==> config.mk <==
export PLATFORM = sky130hd
export DESIGN_NAME = mem_bus_arbiter
export DESIGN_NICKNAME = d
export VERILOG_FILES = /design/src/rtl/mero_bus_pkg.sv /design/src/rtl/bus_timeout_counter.sv /design/src/rtl/mem_bus_arbiter.sv
export SDC_FILE = /design/constraint.sdc
export NUM_CORES = 1
export LEC_CHECK = 0
export CAP_MARGIN = 20
export CORE_UTILIZATION = 34
export CTS_CLUSTER_DIAMETER = 40
export DETAILED_ROUTE_END_ITERATION = 16
export DONT_BUFFER_PORTS = 1
export GPL_TIMING_DRIVEN = 1
export PLACE_DENSITY_LB_ADDON = 0.12
export SLEW_MARGIN = 20
export SYNTH_ARGS = -nofsm -noshare
export SYNTH_HDL_FRONTEND = slang
export SYNTH_SLANG_ARGS = --single-unit
==> constraint.sdc <==
create_clock -name clk_i -period 2.38 [get_ports clk_i]
set_clock_uncertainty 0.2 [all_clocks]
set_input_delay 0.476 -clock clk_i [delete_from_list [all_inputs] [get_ports clk_i]]
set_output_delay 0.476 -clock clk_i [all_outputs]
set_load 0.1 [all_outputs]
==> src/rtl/mero_bus_pkg.sv <==
// Shared types and constants for the CPU memory-bus arbiter.
package mero_bus_pkg;

  typedef enum logic [1:0] {
    IDLE  = 2'd0,
    DATA  = 2'd1,
    INSTR = 2'd2,
    DONE  = 2'd3
  } state_t;

  localparam logic [31:0] NOP_INSTR = 32'h00000013;
  localparam logic [3:0]  BE_ALL    = 4'b1111;

endpackage

==> src/rtl/bus_timeout_counter.sv <==
// Counts wait cycles of one bus phase; expired is high once the count reaches TIMEOUT.
// Latency: combinational expired from the count register; TIMEOUT=0 never expires.
module bus_timeout_counter #(
  parameter int unsigned TIMEOUT = 255
) (
  input  logic clk_i,
  input  logic rst_i,
  input  logic clear,
  input  logic count_en,
  output logic expired
);

  localparam int unsigned CNT_W = (TIMEOUT < 1) ? 1 : $clog2(TIMEOUT + 1);

  logic [CNT_W-1:0] count;

  always_ff @(posedge clk_i) begin
    if (rst_i || clear) begin
      count <= '0;
    end else if (count_en && !expired) begin
      count <= count + CNT_W'(1);
    end
  end

  assign expired = (TIMEOUT != 0) && (count == CNT_W'(TIMEOUT));

endmodule

==> src/rtl/mem_bus_arbiter.sv <==
// Serialises each CPU step onto one memory bus: optional data phase, optional fetch phase, then a
// one-cycle cpu_ready_o pulse. Stalls in a phase while bus_ready_i is low, bounded by TIMEOUT.
module mem_bus_arbiter
  import mero_bus_pkg::*;
#(
  parameter int          ADDR_W  = 32,
  parameter int          DATA_W  = 32,
  parameter int unsigned TIMEOUT = 255
) (
  input  logic              clk_i,
  input  logic              rst_i,
  input  logic              instr_rd_i,
  input  logic [ADDR_W-1:0] instr_addr_i,
  output logic [DATA_W-1:0] instr_data_o,
  input  logic              data_rd_i,
  input  logic              data_wr_i,
  input  logic [ADDR_W-1:0] data_addr_i,
  input  logic [DATA_W-1:0] data_wdata_i,
  input  logic [3:0]        data_be_i,
  output logic [DATA_W-1:0] data_rdata_o,
  output logic              cpu_ready_o,
  output logic              bus_valid_o,
  output logic              bus_we_o,
  output logic [ADDR_W-1:0] bus_addr_o,
  output logic [DATA_W-1:0] bus_wdata_o,
  output logic [3:0]        bus_be_o,
  input  logic              bus_ready_i,
  input  logic [DATA_W-1:0] bus_rdata_i,
  output logic              timeout_o
);

  state_t            state, state_nxt;
  logic [DATA_W-1:0] instr_q, rdata_q;
  logic              timeout_q;
  logic              in_phase, expired, abort, phase_end;

  assign in_phase  = (state == DATA) || (state == INSTR);
  // A ready in the expiry cycle counts as a normal accept, not a timeout.
  assign abort     = in_phase && expired && !bus_ready_i;
  assign phase_end = in_phase && (bus_ready_i || expired);

  bus_timeout_counter #(.TIMEOUT(TIMEOUT)) u_timeout (
    .clk_i    (clk_i),
    .rst_i    (rst_i),
    .clear    (!in_phase || phase_end),
    .count_en (in_phase && !bus_ready_i),
    .expired  (expired)
  );

  always_ff @(posedge clk_i) begin
    if (rst_i) begin
      state <= IDLE;
    end else begin
      state <= state_nxt;
    end
  end

  always_comb begin
    state_nxt   = state;
    cpu_ready_o = 1'b0;
    bus_valid_o = 1'b0;
    bus_we_o    = 1'b0;
    bus_addr_o  = '0;
    bus_wdata_o = '0;
    bus_be_o    = '0;
    case (state)
      IDLE: begin
        if (data_rd_i || data_wr_i) state_nxt = DATA;
        else if (instr_rd_i)        state_nxt = INSTR;
        else                        state_nxt = DONE;
      end
      DATA: begin
        bus_valid_o = 1'b1;
        bus_we_o    = data_wr_i;
        bus_addr_o  = data_addr_i;
        bus_wdata_o = data_wr_i ? data_wdata_i : '0;
        bus_be_o    = data_wr_i ? data_be_i : BE_ALL;
        if (phase_end) state_nxt = instr_rd_i ? INSTR : DONE;
      end
      INSTR: begin
        bus_valid_o = 1'b1;
        bus_addr_o  = instr_addr_i;
        bus_be_o    = BE_ALL;
        if (phase_end) state_nxt = DONE;
      end
      DONE: begin
        cpu_ready_o = 1'b1;
        state_nxt   = IDLE;
      end
      default: state_nxt = IDLE;
    endcase
  end

  // Captured words hold steady through DONE so the pipeline sees them as it advances.
  always_ff @(posedge clk_i) begin
    if (rst_i) begin
      instr_q   <= '0;
      rdata_q   <= '0;
      timeout_q <= 1'b0;
    end else begin
      if (state == DATA && !data_wr_i) begin
        if (bus_ready_i)  rdata_q <= bus_rdata_i;
        else if (expired) rdata_q <= '0;
      end
      if (state == INSTR) begin
        if (bus_ready_i)  instr_q <= bus_rdata_i;
        else if (expired) instr_q <= DATA_W'(NOP_INSTR);
      end
      if (abort) timeout_q <= 1'b1;
    end
  end

  assign instr_data_o = instr_q;
  assign data_rdata_o = rdata_q;
  assign timeout_o    = timeout_q;

endmodule
=== After elaboration in Yosys (flattened, before gate mapping) ===
Cells that the tools add are included.

* Register bits after elaboration: 75
* Output and inout bits: 136
* Input bits: 138

* Add/subtract/negate cells: 1
* Reduce and logical (&&, ||, !) cells: 21
* Muxes and demuxes: 17
* Eq/ne operators: 6

{| class="wikitable"
|+ Operators by type and width
! kind !! number
|-
| $mux 32 || 6
|-
| $pmux 32 s2 || 1
|-
| $add 8x1->8 const B || 1
|-
| $eq 8x8->1 const B || 1
|-
| $pmux 2 s4 || 1
|-
| $pmux 4 s2 || 1
|-
| $logic_and 1x1->1 || 6
|-
| $mux 2 || 3
|-
| $reduce_and 2->1 || 3
|-
| $logic_or 1x1->1 || 5
|-
| $eq 2x2->1 const B || 2
|-
| $logic_not 1->1 || 4
|-
| $mux 1 || 4
|-
| $mux 4 || 1
|-
| $ne 2x2->1 const B || 2
|-
| $eq 2x1->1 const B || 1
|-
| $logic_not 2->1 || 1
|-
| $reduce_bool 2->1 || 1
|-
| $reduce_or 2->1 || 1
|}

=== Logic depth before layout (Yosys ltp) ===
* Word-level depth: 5
* Gate-level depth with buffers: 8
* Gate-level depth less buffers: 5

=== Modules after synthesis ===
Synthesis repeated with hierarchy kept, for this count alone.

* Cells, all modules: 462
* Area total of the unflattened synthesis: 3711.1 um^2

{| class="wikitable"
|+ Modules (own cells, without submodules)
! module !! instances !! area an instance (um^2) !! cells each
|-
| mem_bus_arbiter || 1 || 3285.7 || 413
|-
| bus_timeout_counter || 1 || 425.4 || 49
|}

=== Worst setup path after synthesis ===
Ideal clock, no wire load.

* Path type: flip-flop to output port
* From: register state[0]
* To: output port bus_addr_o[0]
* Cell stages (with the launch flop): 6
* Buffers on the path: 2
* Path slack: -1497 ps
* Arrival: 3201 ps
* Data required time: 1704 ps
* Cell sequence: dfxtp_1 -> inv_1 -> ha_1 -> clkbuf_1 -> clkbuf_1 -> nor2b_1

* Word-level cells in the longest chain between the ends: 2
* Elaborated cells between the ends (all ways): 3

{| class="wikitable"
|+ RTL lines
! element !! line !! text
|-
| start, declared || mem_bus_arbiter.sv:32 || <nowiki>state_t state, state_nxt;</nowiki>
|-
| start signal, assigned || mem_bus_arbiter.sv:54 || <nowiki>state <= state_nxt;</nowiki>
|-
| $eq 2x2->1 or $eq 2x1->1 (tied branches) || mem_bus_arbiter.sv:66 || <nowiki>case (state)</nowiki>
|-
| $pmux 32 s2 (*) || mem_bus_arbiter.sv:66 ||
|-
| end, declared || mem_bus_arbiter.sv:24 || <nowiki>output logic [ADDR_W-1:0] bus_addr_o,</nowiki>
|}

Mark *: on every way between the ends. The rest lies on a longest branch, timed or not.

=== Final worst setup path ===
* From: register state[1]
* To: output port bus_addr_o[30]

The elaborated chain is that of the path after synthesis.

==> parameters.txt <==
Parameter                              Value

CTS
  Clock Root Buffer ... clkbuf_16
  Clock sink count ... 75
  Total of hold buffers inserted after clock tree synthesis ... 0
  Clock transition at the registers of the reported paths ... 60 ps
  Maximum clock insertion buffer count ... 2
  Number of H-tree levels ... 3
  Number of buffers inserted during clock tree synthesis ... 9
  Latest clock arrival within the worst-skew pair ... 330 ps
  TritonCTS clock tree ... done

Power
  Power density over cell area ... 1400 nW/µm²
  Leakage dissipation ... 2.61 nW
  Worst vdd ir ... 0.678 mV
  Power dissipated by switching net loads ... 5.33 mW
  Share of power burned in registers ... 0.153
  Gate power share ... 0.722
  Net Sw Frac ... 0.539
  Relative contribution of the clock network to total power ... 0.125
  Internal power of the cells ... 4.56 mW

Routing
  First DRT Iteration DRCs ... 296
  DRT Wirelength ... 17.4 mm
  DR vias/cell ... 5.75
  Number of vias after detailed routing ... 4618
  DR DRC count ... 0
  WL per Instance ... 21.6 µm
  Detailed Routing Iterations Pass 1 ... 4
  Antenna viol nets, final ... 0

Finish
  Multi-input combinational cell area ... 2760 µm²
  Count of fill cells added during filler insertion ... 1078
  Layout area overhead ... 63.4%
  Finished Layout Cells ... 803
  Number of nets at the end of the flow ... 772
  Share of cells above drive strength 1 ... 0.414
  Storage element area ... 1500 µm²

Setup path
  Type of origin of the critical path ... flop
  WP data arrival ... 1680 ps
  WP depth ... 6
  Class of the most critical setup path ... flop to output port
  Depth of the most critical reg-to-reg path ... 7
  Worst-path fanout max ... 24
  Category of the worst setup path capture point ... output port
  Buffers plus inverters on the worst setup path ... 3
  CP Cell Sequence ... inv_2 -> ha_2 -> buf_8 -> a22oi_1 -> nor2b_4 -> buf_12
  Cell with the biggest individual delay on the critical path ... dfxtp_2
  Highest cell delay on the worst timing path ... 360 ps
  Worst endpoint required time ... 1700 ps
  Cell class contributing the biggest share of worst-path delay ... buffers and inverters

Logic synthesis
  Number of flops mapped to enable cells by yosys ... 0
  Share of async-settable or async-resettable flops after synthesis ... 0
  Post-synthesis net count ... 669
  Library cell with the highest instance count after synthesis ... dfxtp_1
  Synth area leader ... dfxtp_1
  Predominant post-synthesis flop cell ... dfxtp_1
  Warnings from Yosys ... 0
  Leading cell types by total area after synthesis ... dfxtp_1 (35%), o41ai_1 (12%), a32oi_1 (6.5%)
  Number of storage elements in the synthesis netlist ... 75
  Sequential fraction of the synthesis area ... 0.346
  Post-Synthesis Cells ... 526
  Summed instance area of the synthesized netlist ... 4340 µm²
  Most numerous cell types in the synthesized netlist ... dfxtp_1 (75), inv_1 (66), o41ai_1 (61), a21oi_1 (40), clkbuf_1 (38)
  Number of unique standard cell types used by synthesis ... 42
  Area share of the largest cell type after synthesis ... 0.346
  Post-Synthesis Mean Instance Area ... 8.24 µm²

Placement
  DPL Wire Length ... 12.7 mm
  GPL Wtd Cong ... 0.788
  Number of cells in the design after placement ... 782
  Port-buffer cells ... 0

Global routing
  GRT Residual Overflow ... 0
  Largest net degree at the start of global routing ... 97
  GRT Total Usage ... 0.256
  Antenna violations before repair ... 2
  Wire length of the first global-routing pass ... 25.7 mm
  Vias in the first global route ... 4480

Flow run
  Max capacitance violation total ... 0

Floorplan
  IO Pins ... 274
  Area of the placeable core ... 12200 µm²
  Count of standard-cell rows ... 40
  Initial cell density of the core ... 0.355
  Die span in y ... 115 µm
  Width of the die ... 115 µm
  Die Footprint ... 13200 µm²

STA
  Number of slew-limit violations in the final report ... 0
  Max-slew headroom at the worst pin ... 0.745
  Shortest clock period the worst path allows after layout ... 2360 ps
  Slew at the pin closest to its max-slew limit ... 382 ps
  RSZ-0062 raised after global routing ... yes
  Min Hold Slack ... 53.6 ps
  Period utilization ... 0.991
  Highest clock rate ... 0.424 GHz
  Count of endpoints failing hold in the final timing report ... 0
  Count of final setup violators ... 0

Hold path
  Worst Hold Depth ... 2
  Class of the worst hold path ... input pin to flop

Status
  Status ... finished clean
## final timing paths
check                             startpoint                               to  slack (ps)
max                    state[1]$_SDFFE_PP0P_                   bus_addr_o[30]          20
min                          bus_rdata_i[18]    data_rdata_o[18]$_SDFFE_PP0P_          50
max reg2reg            state[1]$_SDFFE_PP0P_    data_rdata_o[25]$_SDFFE_PP0P_         390
min reg2reg  u_timeout.count[0]$_SDFFE_PP0P_  u_timeout.count[0]$_SDFFE_PP0P_         260
## per-layer routing
metal	up-vias	routed length (µm)	track usage
met5	-	0	0
met4	0	598	0.108
met3	33	1530	0.0775
met2	195	8840	0.468
met1	2222	6420	0.273
li1	2168	-	-
## power by group through the flow
stage	combinational (mW)	clock (mW)	sequential, mW
CTS	7.11	1.26	1.52
global route	7.37	1.32	1.53
global placement	6.77	0	1.54
finish	7.14	1.24	1.52
detailed placement	6.84	0	1.54
floorplan	3.90	0	2.81
## layout make-up
type,count,area share
diodes,2,0.000706
clock buffers,10,0.0323
clock inverters,5,0.00583
inverters,66,0.0350
repair buffers,154,0.295
well taps,168,0.0297
multi-input cells,323,0.390
flip-flops and latches,75,0.212
## repair_timing
item                       in CTS  in global routing
pin swaps                       1                  0
buffers inserted                4                  0
resized for setup              16                  7
setup endpoints to repair      36                 33
cloned                          0                  0
## kinds of logic after synthesis
family | count (synthesis) | share of synthesized area
multiplexers | 2 | 0.00490
buffers and inverters | 128 | 0.117
adder cells (fa/ha/maj) | 5 | 0.0144
AO/OA/AOI/OAI | 176 | 0.308
AND/OR/NAND/NOR | 137 | 0.203
XOR/XNOR | 3 | 0.00606
flip-flops | 75 | 0.346
## stage by stage
stage	area, µm²	total power [mW]	setup WS (ps)	utilization	setup TNS (ps)
final	7090	9.90	21.6	0.580	0
after global routing	7090	10.2	-54.6	0.580	-1020
after CTS	7050	9.88	-0.985	0.577	-0.985
after detailed placement	6650	8.38	200	0.545	0
after global placement	6650	8.31	247	0.545	0
after floorplan	4700	6.71	-51.7	-	-1550
## cells in the final DEF (no fill, tap or decap), types with 2 or more instances in the layout
| cell | netlist | layout |
|---|---|---|
| buf_12 | 0 | 73 |
| inv_2 | 0 | 2 |
| nand4_1 | 2 | 2 |
| clkbuf_16 | 0 | 9 |
| ha_1 | 5 | 2 |
| clkinvlp_4 | 0 | 2 |
| xor2_1 | 2 | 2 |
| and3_1 | 33 | 2 |
| nor2_1 | 9 | 9 |
| buf_6 | 0 | 3 |
| clkinv_4 | 0 | 3 |
| a22oi_1 | 32 | 17 |
| or3_1 | 2 | 2 |
| nor3b_1 | 29 | 29 |
| buf_4 | 0 | 77 |
| and3_2 | 0 | 31 |
| a32oi_1 | 32 | 32 |
| o41ai_1 | 61 | 61 |
| nor2b_4 | 0 | 36 |
| ha_4 | 0 | 2 |
| a22oi_2 | 0 | 15 |
| diode_2 | 0 | 2 |
| nand3_1 | 3 | 3 |
| dfxtp_1 | 75 | 73 |
| a21oi_1 | 40 | 39 |
| o21ai_0 | 2 | 2 |
| o221ai_1 | 3 | 3 |
| dfxtp_2 | 0 | 2 |
| inv_1 | 66 | 64 |
| nand2_1 | 5 | 5 |
| nand2b_1 | 6 | 6 |
## registers in the layout (all words and copies together), names as in the netlist
signal,cells
data_rdata_o,32
timeout_o,1
u_timeout.count,8
state,2
instr_data_o,32
(Power assumes the default switching activity.)
